**config.mk**
```make
export PLATFORM = sky130hd
export DESIGN_NAME = cmp_lut_cfg_loader
export DESIGN_NICKNAME = d
export VERILOG_FILES = /design/src/rtl/cmp_lut_pkg.sv /design/src/rtl/cmp_lut_bit_eval.sv /design/src/rtl/cmp_lut_cfg_loader.sv
export SDC_FILE = /design/constraint.sdc
export NUM_CORES = 1
export LEC_CHECK = 0
export BUFFER_PORTS_ARGS = -buffer_cell sky130_fd_sc_hd__buf_2
export CAP_MARGIN = 30
export CORE_MARGIN = 2
export CORE_UTILIZATION = 48
export CTS_CLUSTER_SIZE = 20
export DETAILED_ROUTE_END_ITERATION = 12
export GPL_TIMING_DRIVEN = 0
export PLACE_DENSITY = 0.72
export SLEW_MARGIN = 10
export SYNTH_ARGS = -nofsm -noshare
export SYNTH_HDL_FRONTEND = slang
export SYNTH_HIERARCHICAL = 1
export SYNTH_SLANG_ARGS = --single-unit
```
**constraint.sdc**
```tcl
create_clock -name i_clk -period 4.7 [get_ports i_clk]
set_clock_uncertainty 0.2 [all_clocks]
set_input_delay 0.94 -clock i_clk [delete_from_list [all_inputs] [get_ports i_clk]]
set_output_delay 0.94 -clock i_clk [all_outputs]
set_load 0.005 [all_outputs]
```
**src/rtl/cmp_lut_pkg.sv**
```systemverilog
// cmp_lut_pkg: shared types and op legality for the comparator LUT loader (CMP_LUT_EQNE_EN enables eq/ne)
package cmp_lut_pkg;
  typedef enum logic [2:0] {OP_LT, OP_LE, OP_GT, OP_GE, OP_EQ, OP_NE} cmp_op_e;
  typedef enum logic [1:0] {S_IDLE, S_SHIFT, S_DONE} state_e;
  function automatic logic op_legal(input logic [2:0] op);
`ifdef CMP_LUT_EQNE_EN
    return op <= 3'(OP_NE);
`else
    return op <= 3'(OP_GE);
`endif
  endfunction
endpackage

```
**src/rtl/cmp_lut_bit_eval.sv**
```systemverilog
// cmp_lut_bit_eval: one truth-table bit f(n) of the comparator (eq/ne only with CMP_LUT_EQNE_EN)
module cmp_lut_bit_eval
  import cmp_lut_pkg::*;
#(
  parameter int LUT_WIDTH = 4
) (
  input  logic [2:0]           i_op,
  input  logic                 i_swap,
  input  logic                 i_signed,
  input  logic [LUT_WIDTH-1:0] i_const,
  input  logic [LUT_WIDTH-1:0] i_n,
  output logic                 o_f
);
  logic signed [LUT_WIDTH:0] w_v, w_c, w_l, w_r;
  assign w_v = {i_signed & i_n[LUT_WIDTH-1], i_n};
  assign w_c = {i_signed & i_const[LUT_WIDTH-1], i_const};
  assign w_l = i_swap ? w_c : w_v;
  assign w_r = i_swap ? w_v : w_c;
  // compare one extra bit wide so signed and unsigned share one signed comparator
  always_comb begin
`ifdef CMP_LUT_EQNE_EN
    o_f = i_op == 3'(OP_LT) ? w_l <  w_r :
          i_op == 3'(OP_LE) ? w_l <= w_r :
          i_op == 3'(OP_GT) ? w_l >  w_r :
          i_op == 3'(OP_GE) ? w_l >= w_r :
          i_op == 3'(OP_EQ) ? w_l == w_r :
          i_op == 3'(OP_NE) ? w_l != w_r : 1'b0;
`else
    o_f = i_op == 3'(OP_LT) ? w_l <  w_r :
          i_op == 3'(OP_LE) ? w_l <= w_r :
          i_op == 3'(OP_GT) ? w_l >  w_r :
          i_op == 3'(OP_GE) ? w_l >= w_r : 1'b0;
`endif
  end
endmodule

```
**src/rtl/cmp_lut_cfg_loader.sv**
```systemverilog
// cmp_lut_cfg_loader: serial loader and shadow copy for a k-input comparator LUT (CMP_LUT_EQNE_EN enables eq/ne)
module cmp_lut_cfg_loader
  import cmp_lut_pkg::*;
#(
  parameter int LUT_WIDTH = 4
) (
  input  logic                      i_clk,
  input  logic                      i_arst_n,
  input  logic                      i_cfg_valid,
  output logic                      o_cfg_ready,
  input  logic [2:0]                i_cfg_op,
  input  logic                      i_cfg_swap,
  input  logic                      i_cfg_signed,
  input  logic [LUT_WIDTH-1:0]      i_cfg_const,
  output logic                      o_cfg_err,
  output logic                      o_lut_ce,
  output logic                      o_lut_di,
  output logic [(1<<LUT_WIDTH)-1:0] o_lut_init,
  output logic                      o_lut_valid,
  output logic                      o_done,
  input  logic [LUT_WIDTH-1:0]      i_q_a,
  output logic                      o_q_y
);
  localparam int N = 1 << LUT_WIDTH;
  localparam logic [LUT_WIDTH-1:0] CNT_MAX = '1;
  localparam logic [LUT_WIDTH-1:0] CNT_ONE = 1;
  state_e r_state, w_next;
  logic [LUT_WIDTH-1:0] r_cnt, r_const;
  logic [2:0] r_op;
  logic r_swap, r_signed, r_ce, r_di, r_valid, r_done, r_err;
  logic [N-1:0] r_init;
  logic w_acc, w_legal, w_f;
  assign o_cfg_ready = r_state == S_IDLE;
  assign w_acc = i_cfg_valid & o_cfg_ready;
  assign w_legal = op_legal(i_cfg_op);
  cmp_lut_bit_eval #(.LUT_WIDTH(LUT_WIDTH)) u_eval (
    .i_op(r_op), .i_swap(r_swap), .i_signed(r_signed), .i_const(r_const), .i_n(r_cnt), .o_f(w_f)
  );
  // state register
  always_ff @(posedge i_clk or negedge i_arst_n)
    if (!i_arst_n) r_state <= S_IDLE;
    else r_state <= w_next;
  // next state: legal accept starts a shift, last entry ends it, done lasts one cycle
  always_comb begin
    w_next = r_state;
    w_next = r_state == S_IDLE  ? (w_acc && w_legal ? S_SHIFT : S_IDLE) :
             r_state == S_SHIFT ? (r_cnt == '0 ? S_DONE : S_SHIFT) : S_IDLE;
  end
  // datapath: latch request, stream truth table out msb-first into LUT and shadow
  always_ff @(posedge i_clk or negedge i_arst_n)
    if (!i_arst_n) begin
      r_cnt    <= CNT_MAX;
      r_op     <= '0;
      r_swap   <= 1'b0;
      r_signed <= 1'b0;
      r_const  <= '0;
      r_ce     <= 1'b0;
      r_di     <= 1'b0;
      r_init   <= '0;
      r_valid  <= 1'b0;
      r_done   <= 1'b0;
      r_err    <= 1'b0;
    end else begin
      r_err  <= w_acc & ~w_legal;
      r_done <= r_state == S_DONE;
      r_ce   <= r_state == S_SHIFT;
      r_di   <= r_state == S_SHIFT ? w_f : 1'b0;
      if (w_acc) begin
        r_op     <= i_cfg_op;
        r_swap   <= i_cfg_swap;
        r_signed <= i_cfg_signed;
        r_const  <= i_cfg_const;
      end
      if (w_acc && w_legal) begin
        r_cnt   <= CNT_MAX;
        r_valid <= 1'b0;
      end
      if (r_state == S_SHIFT) begin
        r_init <= {r_init[N-2:0], w_f};
        r_cnt  <= r_cnt - CNT_ONE;
      end
      if (r_state == S_DONE) r_valid <= 1'b1;
    end
  assign o_cfg_err   = r_err;
  assign o_lut_ce    = r_ce;
  assign o_lut_di    = r_di;
  assign o_lut_init  = r_init;
  assign o_lut_valid = r_valid;
  assign o_done      = r_done;
  assign o_q_y       = r_init[i_q_a] & r_valid;
endmodule

```
==> results of run 1 <==
[cell type report]
type                            count  area (sq um)
Clock buffer                        6          72.6
Inverter                            5          18.8
Timing Repair Buffer               37           185
Multi-Input combinational cell    124           842
Tap cell                           48          60.1
Fill cell                         321          1490
Sequential cell                    36           906
Clock inverter                      2          35.0
Buffer                              7          47.5
[state kept, by name, summed over array words and instances, names as in the netlist]
name         count
o_lut_init      16
r_cnt            4
r_const          4
r_op             3
r_state          2
o_cfg_err        1
o_done           1
o_lut_ce         1
o_lut_di         1
o_lut_valid      1
r_signed         1
r_swap           1
[worst reg2reg max path, cell delays in order (launching register included)]
cell                        delay, ns
sky130_fd_sc_hd__dfrtp_1         0.37
sky130_fd_sc_hd__buf_6           0.17
sky130_fd_sc_hd__mux2_1          0.34
sky130_fd_sc_hd__ha_1            0.32
sky130_fd_sc_hd__nand4b_1        0.15
sky130_fd_sc_hd__a311oi_1        0.30
sky130_fd_sc_hd__a2111oi_1       0.11
sky130_fd_sc_hd__or4b_1          0.51
sky130_fd_sc_hd__a31oi_1         0.20
sky130_fd_sc_hd__and2_1          0.17
sky130_fd_sc_hd__a21o_1          0.08
[layer usage]
metal	part of all wire, %	global-route usage [%]	up-vias
li1	-	-	674
met4	2.2	8.85	0
met2	44	27.3	25
met3	4.5	5.65	6
met1	49	24.2	617
met5	0	0	-
[kinds of logic (layout without fill, tap and decap cells)]
kind of cell | after synthesis | after routing | synth area share (%)
muxes | 23 | 23 | 15.0
buffers and inverters | 12 | 57 | 3.66
DFF | 36 | 36 | 49.9
xor gates and xnor gates | 2 | 2 | 0.966
adders and majority gates | 5 | 5 | 3.45
AOI/OAI and AO/OA | 19 | 19 | 7.03
and+or+nand+nor | 75 | 75 | 20.0
[stage by stage]
stage | utilization, % | setup slack (ns) | power (W)
3_3_place_gp | 56.3 | 1.62 | 0.00120
2_1_floorplan | - | 1.77 | 0.00103
3_5_place_dp | 56.3 | 1.60 | 0.00122
4_1_cts | 59.2 | 1.60 | 0.00150
5_1_grt | 59.2 | 1.51 | 0.00162
6_report | 59.2 | 1.61 | 0.00148
[power by group]
| group | leakage (nW) | total, W | internal (W) | switching [W] |
|---|---|---|---|---|
| sequential | 0.453 | 0.000571 | 0.000451 | 0.000120 |
| combinational | 0.625 | 0.000648 | 0.000322 | 0.000326 |
| clock | 0.0552 | 0.000260 | 0.000157 | 0.000103 |
| total | 1.13 | 0.00148 | 0.000931 | 0.000548 |
[layout by cell type (no fill, tap or decap), drive strengths merged, types with 2 or more instances in the layout]
cell type / count
mux4: 2
nand2b: 2
a21o: 2
a21oi: 2
and2: 4
nor3: 2
dfstp: 4
buf: 42
o211ai: 2
mux2: 13
nand3: 3
nand2: 49
mux2i: 8
dfrtp: 32
nor2: 3
nor2b: 3
and2b: 2
inv: 5
clkbuf: 8
ha: 5
o21ai: 6
a31oi: 2
[path summary, 6_finish.rpt]
check | startpoint | endpoint | cells past startpoint
worst max-delay path | i_q_a[0] | o_q_y | 5
worst min-delay path | r_state[0] | o_done | 1
worst max register to register | r_swap | o_lut_init[0] | 10
worst min register to register | r_state[0] | o_done | 1
max in group asynchronous | i_arst_n | r_const[2] | 1
min in group asynchronous | i_arst_n | r_op[1] | 1
==> qor.log, run 1 <==
INFO  timing         transition_time_at_the_pin_with_the_least_slew_margin=0.776ns
INFO  worst_setup_path worst_setup_path_start_kind=primary input
INFO  yosys          synth.cell_area=0.00181sqmm
INFO  clock_network  htree_num_levels=2
INFO  yosys          ys_seq_area_share=49.9%
INFO  clock_network  cts_made_buffers=5
INFO  power_and_ir_drop power_per_cell_area=682mW/mm^2
INFO  clock_network  clock_latency=0.28ns
INFO  layout         net_count_of_the_finished_layout=237
INFO  layout         finalNonFillerCells=265
INFO  detailed_routing avgRoutedWirePerCell=12.5microns
INFO  clock_network  clock_slew_at_the_register_clock_pins_of_the_worst_setup_and_hold_paths=0.06ns
INFO  worst_setup_path end_kind=output port
INFO  clock_network  tritoncts_clock_tree=built
INFO  grt            grt_antenna_before_repair=0
INFO  yosys          post-synth-top-area-fraction=44.1%
INFO  worst_setup_path path_delay_family=multiplexers
INFO  detailed_routing wl=3320microns
INFO  detailed_routing total_drc_errors_in_the_routed_layout=0
INFO  yosys          postSynthRegisterBits=36
INFO  worst_setup_path crit_path_cell_trace=buf_6 -> mux4_2 -> o211ai_1 -> o22ai_1 -> buf_2
INFO  grt            track_usage=18.3%
INFO  timing         hold_slack=0.311ns
INFO  grt            pin_count_of_the_biggest_net_entering_global_routing=37
INFO  power_and_ir_drop irDropWorstVdd=0.299mV
INFO  yosys          number_of_synthesized_flops_with_an_enable_pin=0
INFO  grt            grt_pass1_wl=5860microns
INFO  worst_setup_path number_of_buffer_and_inverter_instances_along_the_worst_setup_path=2
INFO  layout         drive_above_1_share=33.2%
INFO  yosys          synth_top_area_cell=sky130_fd_sc_hd__dfrtp_1
INFO  grt            global_route.overflow_total=0
INFO  detailed_routing first_iter_violations=43
INFO  clock_network  cts_repair_resize_count=0
INFO  worst_setup_path timing.reg2reg.setup_slack=1.74ns
INFO  grt            number_of_global_route_vias_before_repair=1308
INFO  placed_design  final_estimated_routing_congestion_in_global_placement=0.867
INFO  timing         timing.final.crit_share=65.7%
INFO  yosys          synth_common_cells=sky130_fd_sc_hd__nand2_1 (49), sky130_fd_sc_hd__dfrtp_1 (32), sky130_fd_sc_hd__mux2_2 (12)
INFO  worst_setup_path worstPathMaxFanout=6
INFO  timing         final_count_of_pins_violating_max_slew=0
INFO  floorplan      core=0.00366sqmm
INFO  yosys          netlist-cell-type-count=43
INFO  yosys          synth_async_sr_flop_share=100%
INFO  run_status     status=finished, final reports clean
INFO  detailed_routing routed_via_density=4.99
INFO  worst_setup_path crit_arrival=1.95ns
INFO  floorplan      die_h=65.5microns
INFO  floorplan      chipWidth=65.5microns
INFO  clock_network  root_buffer=sky130_fd_sc_hd__clkbuf_8
INFO  floorplan      ioPinCount=39
INFO  layout         design_area=0.00217sqmm
INFO  flow_run       cap_violations=0
INFO  worst_setup_path critPathSlowestCell=sky130_fd_sc_hd__mux4_2
INFO  timing         rsz_0062_raised_after_global_routing=false
INFO  placed_design  place_area=0.00206sqmm
INFO  power_and_ir_drop p_leak=1.13nW
INFO  yosys          synth.avg_cell_area=10.5squm
INFO  timing         achievable-frequency=324MHz
INFO  clock_network  cts_hold_buf=0
INFO  placed_design  place_hpwl=2430microns
INFO  layout         area_growth=19.4%
INFO  worst_setup_path timing_worst_setup_path_type=primary input to output port
INFO  detailed_routing vias=1322
INFO  worst_setup_path cp_slowest_stage_delay=0.50ns
INFO  yosys          post-synth-top-count-cell=sky130_fd_sc_hd__nand2_1
INFO  layout         n_antenna_cell=0
INFO  detailed_routing drtAntennaViolNets=0
INFO  floorplan      initial_utilization=49.6%
INFO  placed_design  number_of_input_and_output_port_buffers_inserted=37
INFO  min_path       hold_class=flop to flop
INFO  timing         timing.setup.tns=0ns
INFO  yosys          syn-instance-count=172
INFO  clock_network  cts_buffer_depth=2
INFO  clock_network  clock_sink_count=36
INFO  placed_design  place.detailed.instances=257
INFO  clock_network  post_cts.repair.setup_buffers=0
INFO  timing         timing.final.hold_violations=0
INFO  yosys          synth_fp_nets=193
INFO  floorplan      floorplan.rows=22
INFO  timing         slew-limit-headroom=48.3%
INFO  timing         finalWorstPathRequiredPeriod=3.09ns
INFO  floorplan      design.die.area=0.00429sqmm
INFO  detailed_routing drt_pass1_iterations=4
INFO  yosys          yosys_warnings=6
INFO  worst_setup_path required=3.56ns
INFO  timing         setup-violations-final=0
INFO  yosys          synthTopCellsByArea=sky130_fd_sc_hd__dfrtp_1 (44%), sky130_fd_sc_hd__nand2_1 (10%), sky130_fd_sc_hd__mux2_2 (7.4%), sky130_fd_sc_hd__dfstp_2 (5.8%), sky130_fd_sc_hd__mux2i_1 (4.4%)
INFO  yosys          synth_top_flop_cell=sky130_fd_sc_hd__dfrtp_1
Power figures use the tool's default switching activity.
==> run 2: changes to the inputs <==
- PLACE_DENSITY: 0.72 -> 0.75
- clock period: 4.7 -> 2.8 ns (I/O delays scaled with it)
==> run 2 against run 1 <==
Net effect:
- the flow now finishes with violations (negative setup slack)
- setup slack lost 1.7 ns
- critical path depth up 5
- combinational power increased by 98%
==> qor.log, run 2 (synthesis gave the netlist of run 1 again) <==
INFO  run_status     status=finished with violations
INFO  power_and_ir_drop total_design_power=0.00268W
INFO  placed_design  number_of_input_and_output_port_buffers_inserted=37
INFO  timing         transition_time_at_the_pin_with_the_least_slew_margin=0.780ns
INFO  timing         setup-violations-final=1
INFO  layout         multi_input_comb_area=890squm
INFO  timing         finalWorstPathRequiredPeriod=2.86ns
INFO  timing         hold_slack=0.158ns
INFO  clock_network  clock_latency=0.28ns
INFO  placed_design  final_estimated_routing_congestion_in_global_placement=0.788
INFO  detailed_routing avgRoutedWirePerCell=13.1microns
INFO  floorplan      initial_utilization=49.6%
INFO  layout         design_area=0.00226sqmm
INFO  grt            global_route.overflow_total=0
INFO  detailed_routing vias=1375
INFO  floorplan      floorplan.rows=22
INFO  detailed_routing first_iter_violations=62
INFO  clock_network  htree_num_levels=2
INFO  floorplan      chipWidth=65.5microns
INFO  power_and_ir_drop clock_network_power_share=16.3%
INFO  worst_setup_path worstPathMaxFanout=5
INFO  clock_network  clock_slew_at_the_register_clock_pins_of_the_worst_setup_and_hold_paths=0.07ns
INFO  worst_setup_path end_kind=flop
INFO  timing         rsz_0062_raised_after_global_routing=true
INFO  grt            track_usage=19.2%
INFO  timing         timing.final.crit_share=102%
INFO  floorplan      core=0.00366sqmm
INFO  detailed_routing wl=3530microns
INFO  layout         most-common-layout-cells=sky130_fd_sc_hd__nand2_1 (49), sky130_fd_sc_hd__buf_2 (39), sky130_fd_sc_hd__dfrtp_1 (32)
INFO  power_and_ir_drop share_seq_of_total_power=35.8%
INFO  layout         area_growth=24.3%
INFO  grt            number_of_global_route_vias_before_repair=1346
INFO  power_and_ir_drop p_leak=1.17nW
INFO  clock_network  clock_sink_count=36
INFO  clock_network  cts_hold_buf=0
INFO  layout         largest_register_ff_count=16
INFO  min_path       hold_class=primary input to async pin
INFO  layout         net_count_of_the_finished_layout=242
INFO  clock_network  tritoncts_clock_tree=built
INFO  detailed_routing total_drc_errors_in_the_routed_layout=0
INFO  floorplan      design.die.area=0.00429sqmm
INFO  grt            grt_antenna_before_repair=0
INFO  timing         achievable-frequency=349MHz
INFO  run_status     violations=negative setup slack
INFO  worst_setup_path required=2.82ns
INFO  power_and_ir_drop irDropWorstVdd=0.525mV
INFO  power_and_ir_drop total_switching_power=0.000990W
INFO  layout         filler_cell_count=293
INFO  placed_design  place_hpwl=2360microns
INFO  grt            grt_pass1_wl=6110microns
INFO  worst_setup_path worst_setup_path_start_kind=flop
INFO  power_and_ir_drop switching_part_of_the_total_power=36.9%
INFO  clock_network  root_buffer=sky130_fd_sc_hd__clkbuf_8
INFO  placed_design  place_area=0.00206sqmm
INFO  grt            pin_count_of_the_biggest_net_entering_global_routing=37
INFO  timing         timing.final.hold_violations=0
INFO  floorplan      die_h=65.5microns
INFO  power_and_ir_drop power_per_cell_area=1190mW/mm^2
INFO  timing         slew-limit-headroom=48.0%
INFO  timing         final_count_of_pins_violating_max_slew=0
INFO  worst_setup_path timing_worst_setup_path_type=flop to flop
INFO  layout         layout.cells.most_common=sky130_fd_sc_hd__nand2_1
INFO  flow_run       cap_violations=0
INFO  worst_setup_path crit_arrival=2.89ns
INFO  power_and_ir_drop power_frac_comb=47.9%
INFO  layout         n_antenna_cell=0
INFO  power_and_ir_drop p_int=0.00169W
INFO  layout         drive_above_1_share=37.4%
INFO  detailed_routing routed_via_density=5.09
INFO  clock_network  cts_buffer_depth=2
INFO  layout         final-seq-area=906squm
INFO  timing         setup_ws=-0.0646ns
INFO  clock_network  cts_made_buffers=5
INFO  detailed_routing drtAntennaViolNets=0
INFO  detailed_routing drt_pass1_iterations=4
INFO  floorplan      ioPinCount=39
-- run 2: cell types whose count changed in the layout (fill, tap and decap cells not counted) --
cell	before	now
sky130_fd_sc_hd__a311oi_1	1	0
sky130_fd_sc_hd__mux2_2	12	11
sky130_fd_sc_hd__a311oi_2	0	1
sky130_fd_sc_hd__mux2_1	1	0
sky130_fd_sc_hd__a2111oi_1	1	0
sky130_fd_sc_hd__mux2i_2	0	1
sky130_fd_sc_hd__ha_1	5	3
sky130_fd_sc_hd__mux2_4	0	2
sky130_fd_sc_hd__ha_4	0	2
sky130_fd_sc_hd__mux2i_1	8	7
sky130_fd_sc_hd__a2111oi_2	0	1
sky130_fd_sc_hd__buf_4	1	5
sky130_fd_sc_hd__buf_6	2	3
-- run 2: critical path: stages (launching register included) --
cell                        delay (ns)
sky130_fd_sc_hd__dfrtp_1          0.43
sky130_fd_sc_hd__buf_6            0.16
sky130_fd_sc_hd__mux2_4           0.31
sky130_fd_sc_hd__ha_4             0.27
sky130_fd_sc_hd__nand4b_1         0.14
sky130_fd_sc_hd__a311oi_2         0.29
sky130_fd_sc_hd__a2111oi_2        0.07
sky130_fd_sc_hd__or4b_1           0.50
sky130_fd_sc_hd__a31oi_1          0.19
sky130_fd_sc_hd__and2_1           0.17
sky130_fd_sc_hd__a21o_1           0.09
-- run 2: metal layers --
layer	up-vias	wire length, microns	share of wire, %	track usage, %
met5	-	0	0	0
met1	656	1610	46	24.5
met4	0	55	1.6	8.07
li1	685	-	-	-
met2	30	1730	49	30.6
met3	4	139	3.9	5.31
-- run 2: path summary, 6_finish.rpt --
kind / from / to / slack [ns] / depth (start not counted)
worst min register to register: r_state[0] / o_done / 0.31 / 1
worst min-delay path: i_arst_n / o_done / 0.16 / 1
max in group asynchronous: i_arst_n / o_lut_init[9] / 1.75 / 1
worst max-delay path: r_swap / o_lut_init[0] / -0.06 / 10
worst max register to register: r_swap / o_lut_init[0] / -0.06 / 10
min in group i_clk: i_cfg_const[1] / r_const[1] / 0.31 / 2
-- run 2: layout make-up --
| type | instances | area share [%] |
|---|---|---|
| buffer | 7 | 2.11 |
| inverter | 5 | 0.832 |
| tap | 48 | 2.66 |
| multi-input combinational | 124 | 39.4 |
| clock inverter | 2 | 1.55 |
| clock buffer | 6 | 3.22 |
| sequential | 36 | 40.2 |
| timing repair buffer | 42 | 10.0 |
-- run 2: what timing repair did --
| item | CTS | global route |
|---|---|---|
| endpoints found under the setup margin | 2 | 2 |
| cloned | 1 | 0 |
| pin swaps | 6 | 6 |
| buffers inserted | 3 | 1 |
| resized for setup | 8 | 2 |
-- run 2: power groups by stage --
stage               registers (W)  clock network [W]  logic [W]
finish                   0.000961           0.000438    0.00128
global route             0.000995           0.000483    0.00144
CTS                      0.000954           0.000449    0.00125
detailed placement       0.000967                  0    0.00107
global placement         0.000957                  0    0.00105
floorplan                0.000929                  0   0.000792
-- run 2: through the flow --
| stage | instances | setup WS [ns] | util, % | TNS [ns] |
|---|---|---|---|---|
| after floorplan | 172 | 0.0995 | - | 0 |
| after global placement | 257 | -0.0734 | 56.3 | -0.0751 |
| after detailed placement | 257 | -0.0993 | 56.3 | -0.124 |
| after CTS | 269 | -0.0551 | 61.2 | -0.0551 |
| after global routing | 270 | -0.204 | 61.6 | -0.330 |
| final | 270 | -0.0646 | 61.6 | -0.0646 |
